### src/rtl/multi_phase_clock_gen_pkg.sv
// Shared types and helpers for the multi-phase clock generator.
package clk_gen_pkg;

    typedef enum logic [1:0] {
        CH_RUN  = 2'd0,
        CH_PEND = 2'd1,
        CH_HOLD = 2'd2
    } ch_state_e;

    // Width of a phase field for a given divide ratio (at least one bit).
    function automatic int unsigned phase_width(input int unsigned div);
        return (div > 2) ? $clog2(div) : 32'd1;
    endfunction

    function automatic int unsigned mod_inc(input int unsigned v, input int unsigned m);
        return (v + 32'd1 >= m) ? 32'd0 : v + 32'd1;
    endfunction

endpackage

### src/rtl/multi_phase_clock_gen_phase_channel.sv
// One output channel: local counter, phase-change FSM and registered clock.
module phase_channel
    import clk_gen_pkg::*;
#(
    parameter int unsigned DIV  = 4,
    parameter int unsigned HIGH = DIV / 2,
    parameter int unsigned PW   = phase_width(DIV)
) (
    input  logic          clk160,
    input  logic          rst_n,
    input  logic [PW-1:0] g_next,
    input  logic [PW-1:0] phase_sel,
    input  logic          phase_load,
    output logic          busy,
    output logic          load_err,
    output logic          clk_out,
    output logic [PW-1:0] phase_cur
);
    localparam logic [PW-1:0] LAST   = PW'(DIV - 1);
    localparam logic [PW-1:0] HIGH_W = PW'(HIGH);
    localparam logic [PW:0]   DIV_W  = (PW + 1)'(DIV);

    ch_state_e     state, state_nxt;
    logic [PW-1:0] lcnt, lcnt_nxt;
    logic [PW-1:0] phase_new, phase_new_nxt, phase_cur_nxt;
    logic          err_nxt;
    logic          realign;

    assign realign = (g_next == phase_new);

    always_comb begin
        state_nxt     = state;
        lcnt_nxt      = lcnt;
        phase_new_nxt = phase_new;
        phase_cur_nxt = phase_cur;
        err_nxt       = 1'b0;
        case (state)
            CH_RUN: begin
                lcnt_nxt = PW'(mod_inc(32'(lcnt), DIV));
                if (phase_load) begin
                    if ({1'b0, phase_sel} < DIV_W) begin
                        phase_new_nxt = phase_sel;
                        state_nxt     = CH_PEND;
                    end else begin
                        err_nxt = 1'b1;
                    end
                end
            end
            CH_PEND: begin
                // The change is only applied at a period boundary; otherwise park at LAST.
                if (lcnt == LAST) begin
                    if (realign) begin
                        lcnt_nxt      = '0;
                        phase_cur_nxt = phase_new;
                        state_nxt     = CH_RUN;
                    end else begin
                        state_nxt = CH_HOLD;
                    end
                end else begin
                    lcnt_nxt = PW'(mod_inc(32'(lcnt), DIV));
                end
            end
            CH_HOLD: begin
                if (realign) begin
                    lcnt_nxt      = '0;
                    phase_cur_nxt = phase_new;
                    state_nxt     = CH_RUN;
                end
            end
            default: state_nxt = CH_RUN;
        endcase
    end

    always_ff @(posedge clk160 or negedge rst_n) begin
        if (!rst_n) begin
            state     <= CH_RUN;
            lcnt      <= LAST;
            phase_new <= '0;
            phase_cur <= '0;
            busy      <= 1'b0;
            load_err  <= 1'b0;
            clk_out   <= 1'b0;
        end else begin
            state     <= state_nxt;
            lcnt      <= lcnt_nxt;
            phase_new <= phase_new_nxt;
            phase_cur <= phase_cur_nxt;
            busy      <= (state_nxt != CH_RUN);
            load_err  <= err_nxt;
            clk_out   <= (lcnt_nxt < HIGH_W);
        end
    end

endmodule

### src/rtl/multi_phase_clock_gen.sv
// Multi-channel divided clock generator with glitch-free run-time phase changes.
module multi_phase_clock_gen
    import clk_gen_pkg::*;
#(
    parameter int unsigned DIV  = 4,
    parameter int unsigned HIGH = DIV / 2,
    parameter int unsigned NCH  = 4,
    parameter int unsigned PW   = phase_width(DIV)
) (
    input  logic              clk160,
    input  logic              rst_n,
    input  logic [NCH*PW-1:0] phase_sel,
    input  logic [NCH-1:0]    phase_load,
    output logic [NCH-1:0]    busy,
    output logic [NCH-1:0]    load_err,
    output logic [NCH-1:0]    clk_out,
    output logic [NCH*PW-1:0] phase_cur,
    output logic              frame_sync
);
    localparam logic [PW-1:0] LAST = PW'(DIV - 1);

    logic [PW-1:0] g, g_next;

    assign g_next = PW'(mod_inc(32'(g), DIV));

    always_ff @(posedge clk160 or negedge rst_n) begin
        if (!rst_n) begin
            g          <= LAST;
            frame_sync <= 1'b0;
        end else begin
            g          <= g_next;
            frame_sync <= (g_next == '0);
        end
    end

    for (genvar c = 0; c < NCH; c++) begin : g_ch
        phase_channel #(
            .DIV  (DIV),
            .HIGH (HIGH),
            .PW   (PW)
        ) u_ch (
            .clk160     (clk160),
            .rst_n      (rst_n),
            .g_next     (g_next),
            .phase_sel  (phase_sel[c*PW +: PW]),
            .phase_load (phase_load[c]),
            .busy       (busy[c]),
            .load_err   (load_err[c]),
            .clk_out    (clk_out[c]),
            .phase_cur  (phase_cur[c*PW +: PW])
        );
    end

endmodule

### config.mk
export PLATFORM = sky130hd
export DESIGN_NAME = multi_phase_clock_gen
export DESIGN_NICKNAME = d
export VERILOG_FILES = /design/src/rtl/multi_phase_clock_gen_pkg.sv /design/src/rtl/multi_phase_clock_gen_phase_channel.sv /design/src/rtl/multi_phase_clock_gen.sv
export SDC_FILE = /design/constraint.sdc
export NUM_CORES = 1
export LEC_CHECK = 0
export ABC_AREA = 1
export CAP_MARGIN = 25
export CORE_MARGIN = 1
export CORE_UTILIZATION = 43
export CTS_CLUSTER_DIAMETER = 30
export DETAILED_ROUTE_END_ITERATION = 8
export PLACE_DENSITY_LB_ADDON = 0.25
export SETUP_SLACK_MARGIN = 0.02
export SYNTH_ARGS = -nofsm -noshare
export SYNTH_HDL_FRONTEND = slang
export SYNTH_SLANG_ARGS = --single-unit
export TNS_END_PERCENT = 50
### constraint.sdc
create_clock -name clk160 -period 1.8 [get_ports clk160]
set_input_delay 0.54 -clock clk160 [delete_from_list [all_inputs] [get_ports clk160]]
set_output_delay 0.54 -clock clk160 [all_outputs]
set_load 0.03 [all_outputs]
==> results of run 1 <==
==> flip-flops by register name (all words and copies together), names as in the netlist, named ones only <==
register	count
g_ch.u_ch.busy	4
frame_sync	1
g_ch.u_ch.state	8
g_ch.u_ch.lcnt	4
g_ch.u_ch.phase_cur	8
g_ch.u_ch.phase_new	8
g_ch.u_ch.clk_out	4
g	2
==> cells by family after synthesis <==
logic type | after synthesis | synth area share, %
compound gates | 27 | 7.19
xor+xnor | 4 | 1.80
fa+ha+maj | 6 | 3.85
buf+inv | 36 | 9.31
flops | 43 | 55.8
mux | 2 | 1.16
other cells | 1 | 0.192
simple gates | 98 | 20.7
==> power groups by stage <==
stage	logic, mW	clock network (mW)	registers (mW)
after floorplan	1.47	0	1.92
after global placement	2.09	0	1.79
after detailed placement	2.13	0	1.80
after CTS	2.01	0.649	1.78
after global routing	2.22	0.682	1.84
final	1.98	0.620	1.77
==> synthesized netlist by cell type, types with 2 or more instances <==
cell / number
nand2_1: 58
dfstp_2: 10
dfrtp_1: 33
nand3_1: 8
ha_1: 6
nor2_1: 22
inv_1: 23
buf_4: 12
o21ai_0: 11
a21oi_1: 11
o21ai_1: 3
mux2_2: 2
nand2_2: 8
xnor2_1: 3
==> through the flow <==
step	util, %	hold WS, ns	setup slack, ns	instance area [µm²]	power (mW)
6_report	53.4	0.207	0.206	2320	4.37
5_1_grt	53.4	0.224	0.0615	2320	4.74
4_1_cts	53.4	0.213	0.180	2320	4.43
3_5_place_dp	51.8	0.467	0.230	2250	3.93
3_3_place_gp	51.8	0.463	0.251	2250	3.88
2_1_floorplan	-	0.244	0.197	1960	3.38
==> layer usage <==
layer | global-route usage, % | vias up | part of all wire [%]
li1 | - | 723 | -
met1 | 17.1 | 629 | 48
met2 | 21.9 | 23 | 47
met3 | 3.49 | 4 | 3.2
met4 | 6.80 | 0 | 1.2
met5 | 0 | - | 0
==> worst paths after layout <==
kind	from	endpoint	slack (ns)	cells after the start
min in group clk160	g_ch[1].u_ch.lcnt[0]	g_ch[1].u_ch.lcnt[0]	0.48	2
worst min-delay path	rst_n	g_ch[1].u_ch.clk_out	0.21	2
max in group asynchronous	rst_n	asynchronous set/reset pin	1.32	2
worst min register to register	g_ch[1].u_ch.lcnt[0]	g_ch[1].u_ch.lcnt[0]	0.48	2
worst max-delay path	g_ch[0].u_ch.phase_cur[1]	phase_cur[1]	0.21	1
worst max register to register	g[0]	g_ch[0].u_ch.phase_cur[1]	0.26	7
==> what timing repair did <==
| action | in CTS | in global routing |
|---|---|---|
| endpoints found under the hold margin | 0 | 0 |
| resized for setup | 17 | 0 |
| setup buffers | 0 | 0 |
| setup endpoints to repair | 17 | 0 |
==> cell type report <==
type,count,share of cell area [%]
flip-flops and latches,43,46.8
clock inverters,1,0.215
clock buffers,7,3.72
well taps,52,2.80
inverters,23,3.72
repair buffers,32,13.0
multi-input cells,141,29.7
==> run_results.csv, run 1 <==
group,metric,value,unit
floorplan,initial_core_util,44.8,%
clocking,cts_buffers,5,
sta,fmaxAchievable,0.627,GHz
critical_path,worstPathCellList,"dlygate4sd2_1",
run,max_cap_viol_count,0,
pwr,swShare,42.4,%
floorplan,die_area,4810,µm²
clocking,htree_num_levels,2,
critical_path,cp.required,1.26,ns
floorplan,fp.dieH,69.3,µm
sta,fin_crit,1.59,ns
critical_path,cp_top_family,"buffers and inverters",
synthesis,ys_seq_area_share,55.8,%
layout,final_cell_mix,"58 x nand2_1, 33 x dfrtp_1, 23 x inv_1",
critical_path,startpoint_type,"register",
sta,worst_clock_skew,0.00760,ns
layout,final_common_cell,"nand2_1",
global_route,grt_max_degree,44,
floorplan,die_x,69.3,µm
clocking,clockBufferDepth,2,
global_route,grt_remaining_overflow,0,
pwr,intPower,2.52,mW
outcome,outcome,"finished, final reports clean",
critical_path,cpPeakStageDelay,0.40,ns
layout,fillers,395,
synthesis,async_flop_share,100,%
sta,setup_tns,0,ns
synthesis,synth_edf_count,0,
routing,wl_per_cell,10.1,µm
place,io_buffers,30,
pwr,p_sw,1.85,mW
critical_path,critical_path_class,"reg2out",
pwr,p_leak,1.22,nW
layout,drive_above_1_share,13.0,%
global_route,grt_pass1_vias,1214,
sta,rsz0062_at_grt,"no",
clocking,path_clk_slew,0.08,ns
floorplan,ios,35,
routing,dr.pass1.iters,5,
critical_path,endpoint_kind,"primary output",
layout,synthToLayoutAreaGrowth,19.2,%
critical_path,crit_buf_inv,1,
pwr,pwr-share-comb,45.3,%
layout,multi_input_area,691,µm²
global_route,grtUsageTotal,13.7,%
clocking,postCtsHoldBufs,0,
synthesis,dominantRegCellSynth,"dfrtp_1",
routing,viasPerCell,4.61,
synthesis,yosysWarnings,0,
synthesis,ys_top_cells_by_area,"dfrtp_1 42%, dfstp_2 13%, nand2_1 11%, buf_4 4.6%, inv_1 4.4%",
pwr,p_clk_share,14.2,%
critical_path,critPathSlowestCell,"dlygate4sd2_1",
layout,fin_nets,266,
routing,drt.antenna.violating_nets,0,
routing,drtIter0Drc,48,
worst_hold_path,hp-class,"in2async",
routing,drt_wl_total,3.02,mm
place,gp_congestion,0.823,
sta,hold_viol_final,0,
synthesis,yosys_register_bits,43,
synthesis,syn_area,1950,µm²
place,place_hpwl,2.20,mm
sta,finalSetupViolCount,0,
global_route,grt_pass1_wl,5.09,mm
clocking,root_buffer,"clkbuf_8",
synthesis,synthCells,217,
pwr,seqPwrFrac,40.5,%
clocking,clock_sinks,43,
routing,vias,1379,
sta,maxSlewViolCount,0,
synthesis,synth.top_cell.area_share,42.4,%
pwr,irDropWorstVdd,0.707,mV
synthesis,synth_cell_types,21,
clocking,cts_tree,"done",
layout,instances_no_fill,299,
layout,seqCellArea,1090,µm²
clocking,insertion_delay,0.29,ns
sta,timing.final.crit_share,88.6,%
critical_path,crit_fanout,2,
pwr,power_density,1880,nW/µm²
global_route,antenna_found_initial,0,
layout,num_antenna_cells,0,
critical_path,arrival,1.05,ns
synthesis,syn_avg_cell_area,8.98,µm²
floorplan,core,4350,µm²
synthesis,synth_area_leader_cell,"dfrtp_1",
routing,drc,0,
floorplan,rows,24,
place,dp_cells,291,
(Power assumes the default switching activity.)
==> inputs of run 2 (changes only) <==
--- a/config.mk
+++ b/config.mk
@@ -13,6 +13,7 @@
 export DETAILED_ROUTE_END_ITERATION = 8
 export PLACE_DENSITY_LB_ADDON = 0.25
 export SETUP_SLACK_MARGIN = 0.02
+export SLEW_MARGIN = 0
 export SYNTH_ARGS = -nofsm -noshare
 export SYNTH_HDL_FRONTEND = slang
 export SYNTH_SLANG_ARGS = --single-unit
==> results of run 2 <==
The final DEF is identical to that of run 1; final timing and power are the same.
==> inputs of run 3 (changes only) <==
--- a/config.mk
+++ b/config.mk
@@ -12,7 +12,9 @@
 export CTS_CLUSTER_DIAMETER = 30
 export DETAILED_ROUTE_END_ITERATION = 8
 export PLACE_DENSITY_LB_ADDON = 0.25
+export RECOVER_POWER = 50
 export SETUP_SLACK_MARGIN = 0.02
+export SKIP_LAST_GASP = 1
 export SLEW_MARGIN = 0
 export SYNTH_ARGS = -nofsm -noshare
 export SYNTH_HDL_FRONTEND = slang
==> constraint.sdc (replaced) <==
create_clock -name clk160 -period 1.7 [get_ports clk160]
set_input_delay 0.51 -clock clk160 [delete_from_list [all_inputs] [get_ports clk160]]
set_output_delay 0.51 -clock clk160 [all_outputs]
set_load 0.03 [all_outputs]
==> run_results.csv, run 3 (same netlist as run 1, synthesis figures left out) <==
group,metric,value,unit
pwr,intPower,2.83,mW
outcome,violations,"setup timing",
global_route,grt_pass1_wl,5.46,mm
clocking,htree_num_levels,2,
global_route,grtUsageTotal,14.3,%
routing,drt_wl_total,3.04,mm
floorplan,initial_core_util,44.8,%
clocking,post_cts_buffers,0,
global_route,grt_pass1_vias,1259,
floorplan,die_area,4810,µm²
global_route,grt_max_degree,44,
critical_path,crit_fanout,1,
layout,num_antenna_cells,0,
critical_path,endpoint_kind,"primary output",
routing,vias,1366,
layout,drive_above_1_share,11.7,%
routing,drtIter0Drc,93,
sta,fmaxAchievable,0.561,GHz
sta,setup_ws,-0.0824,ns
critical_path,r2r_start,"g[0]",
clocking,insertion_delay,0.29,ns
sta,setup_tns,-0.312,ns
critical_path,crit_buf_inv,1,
layout,synthToLayoutAreaGrowth,20.2,%
sta,holdWs,0.471,ns
critical_path,arrival,1.27,ns
clocking,path_clk_slew,0.08,ns
pwr,total_power,4.79,mW
clocking,root_buffer,"clkbuf_8",
floorplan,fp.dieH,69.3,µm
critical_path,crit_path_start,"g_ch[3].u_ch.clk_out",
place,place_hpwl,2.23,mm
routing,viasPerCell,4.57,
run,max_cap_viol_count,0,
clocking,clock_sinks,43,
pwr,p_clk_share,16.1,%
pwr,p_leak,1.26,nW
routing,dr.pass1.iters,4,
routing,drc,0,
place,dp_cells,291,
routing,drt.antenna.violating_nets,0,
sta,tightest_slew,1.03,ns
sta,worst_clock_skew,0.00620,ns
critical_path,rr_endpoint,"g_ch[0].u_ch.busy",
critical_path,worstPathCellList,"clkdlybuf4s50_1",
layout,instances_no_fill,299,
layout,final_cell_mix,"58 x nand2_1, 33 x dfrtp_1, 23 x inv_1",
floorplan,die_x,69.3,µm
global_route,grt_use_met2,22.0,%
sta,maxSlewViolCount,0,
global_route,grt_remaining_overflow,0,
pwr,power_density,2040,nW/µm²
critical_path,critPathSlowestCell,"clkdlybuf4s50_1",
global_route,top_usage_layer,"met2",
layout,fin_nets,266,
sta,timing.final.crit_share,105,%
clocking,clockBufferDepth,2,
worst_hold_path,hp-class,"in2async",
floorplan,ios,35,
outcome,outcome,"complete, but fails checks",
sta,rsz0062_at_grt,"yes",
clocking,cts_tree,"done",
critical_path,rrSetupSlack,0.17,ns
floorplan,rows,24,
pwr,swShare,41.0,%
sta,finalSetupViolCount,4,
pwr,irDropWorstVdd,0.828,mV
pwr,seqPwrFrac,39.1,%
layout,largestRegisters,"g_ch.u_ch.phase_cur x8, g_ch.u_ch.phase_new x8, g_ch.u_ch.state x8",
floorplan,core,4350,µm²
critical_path,startpoint_type,"register",
global_route,met1_usage,18.7,%
critical_path,critical_path_class,"reg2out",
critical_path,cp_top_family,"buffers and inverters",
global_route,gr-usage-met3,3.92,%
critical_path,cp.required,1.19,ns
clocking,postCtsHoldBufs,0,
pwr,pwr-share-comb,44.8,%
place,io_buffers,30,
pwr,p_sw,1.96,mW
sta,hold_viol_final,0,
critical_path,cpPeakStageDelay,0.66,ns
sta,max-slew-margin-rel,31.5,%
clocking,cts_buffers,5,
critical_path,ff2ff_path_depth,8,
place,gp_congestion,0.761,
routing,wl_per_cell,10.2,µm
sta,fin_crit,1.78,ns
layout,final_common_cell,"nand2_1",
global_route,antenna_found_initial,0,
[run 3: worst max path at each step]
stage / to / slack [ns] / depth (start not counted)
after floorplan: g_ch[0].u_ch.busy / 0.1 / 9
after global placement: g_ch[1].u_ch.phase_new[1] / 0.17 / 3
after detailed placement: g_ch[0].u_ch.busy / 0.15 / 8
after CTS: busy[0] / -0.12 / 1
after global routing: busy[1] / -0.12 / 1
final: clk_out[3] / -0.08 / 1
[run 3: timing repair]
item / in CTS / in global routing
pin swaps: 0 / 0
gates resized for setup: 8 / 5
endpoints found under the setup margin: 17 / 10
[run 3: cell type report]
cell class / count / area (µm²)
flip-flops and latches: 43 / 1090
clock inverters: 1 / 30.0
multi-input cells: 141 / 691
inverters: 23 / 86.3
repair buffers: 32 / 307
fillers: 417 / 2010
well taps: 52 / 65.1
clock buffers: 7 / 76.3
[run 3: worst reg2reg max path, stage by stage (launching register included)]
cell     delay, ns
dfstp_2       0.54
ha_1          0.31
inv_1         0.08
nand2_1       0.06
nand2_1       0.05
nand3_1       0.06
nand2_1       0.07
nor2_1        0.05
or2_1         0.20
[run 3: metrics by stage]
stage	setup WS [ns]	cell area [µm²]	utilization, %
after detailed placement	0.151	2250	51.8
after global routing	-0.120	2340	53.8
after CTS	-0.120	2350	54.0
after floorplan	0.0966	1960	-
final	-0.0824	2340	53.8
after global placement	0.172	2250	51.8
[run 3: routing by layer]
metal | up-vias | wire [µm]
li1 | 721 | -
met1 | 612 | 1500
met2 | 27 | 1380
met3 | 6 | 111
met4 | 0 | 59
met5 | - | 0
[run 3: power by group through the flow]
stage	sequential, mW	clock (mW)	combinational [mW]
floorplan	2.03	0	1.55
global placement	1.90	0	2.22
detailed placement	1.91	0	2.26
CTS	1.89	0.801	2.20
global route	1.95	0.841	2.42
finish	1.87	0.772	2.15
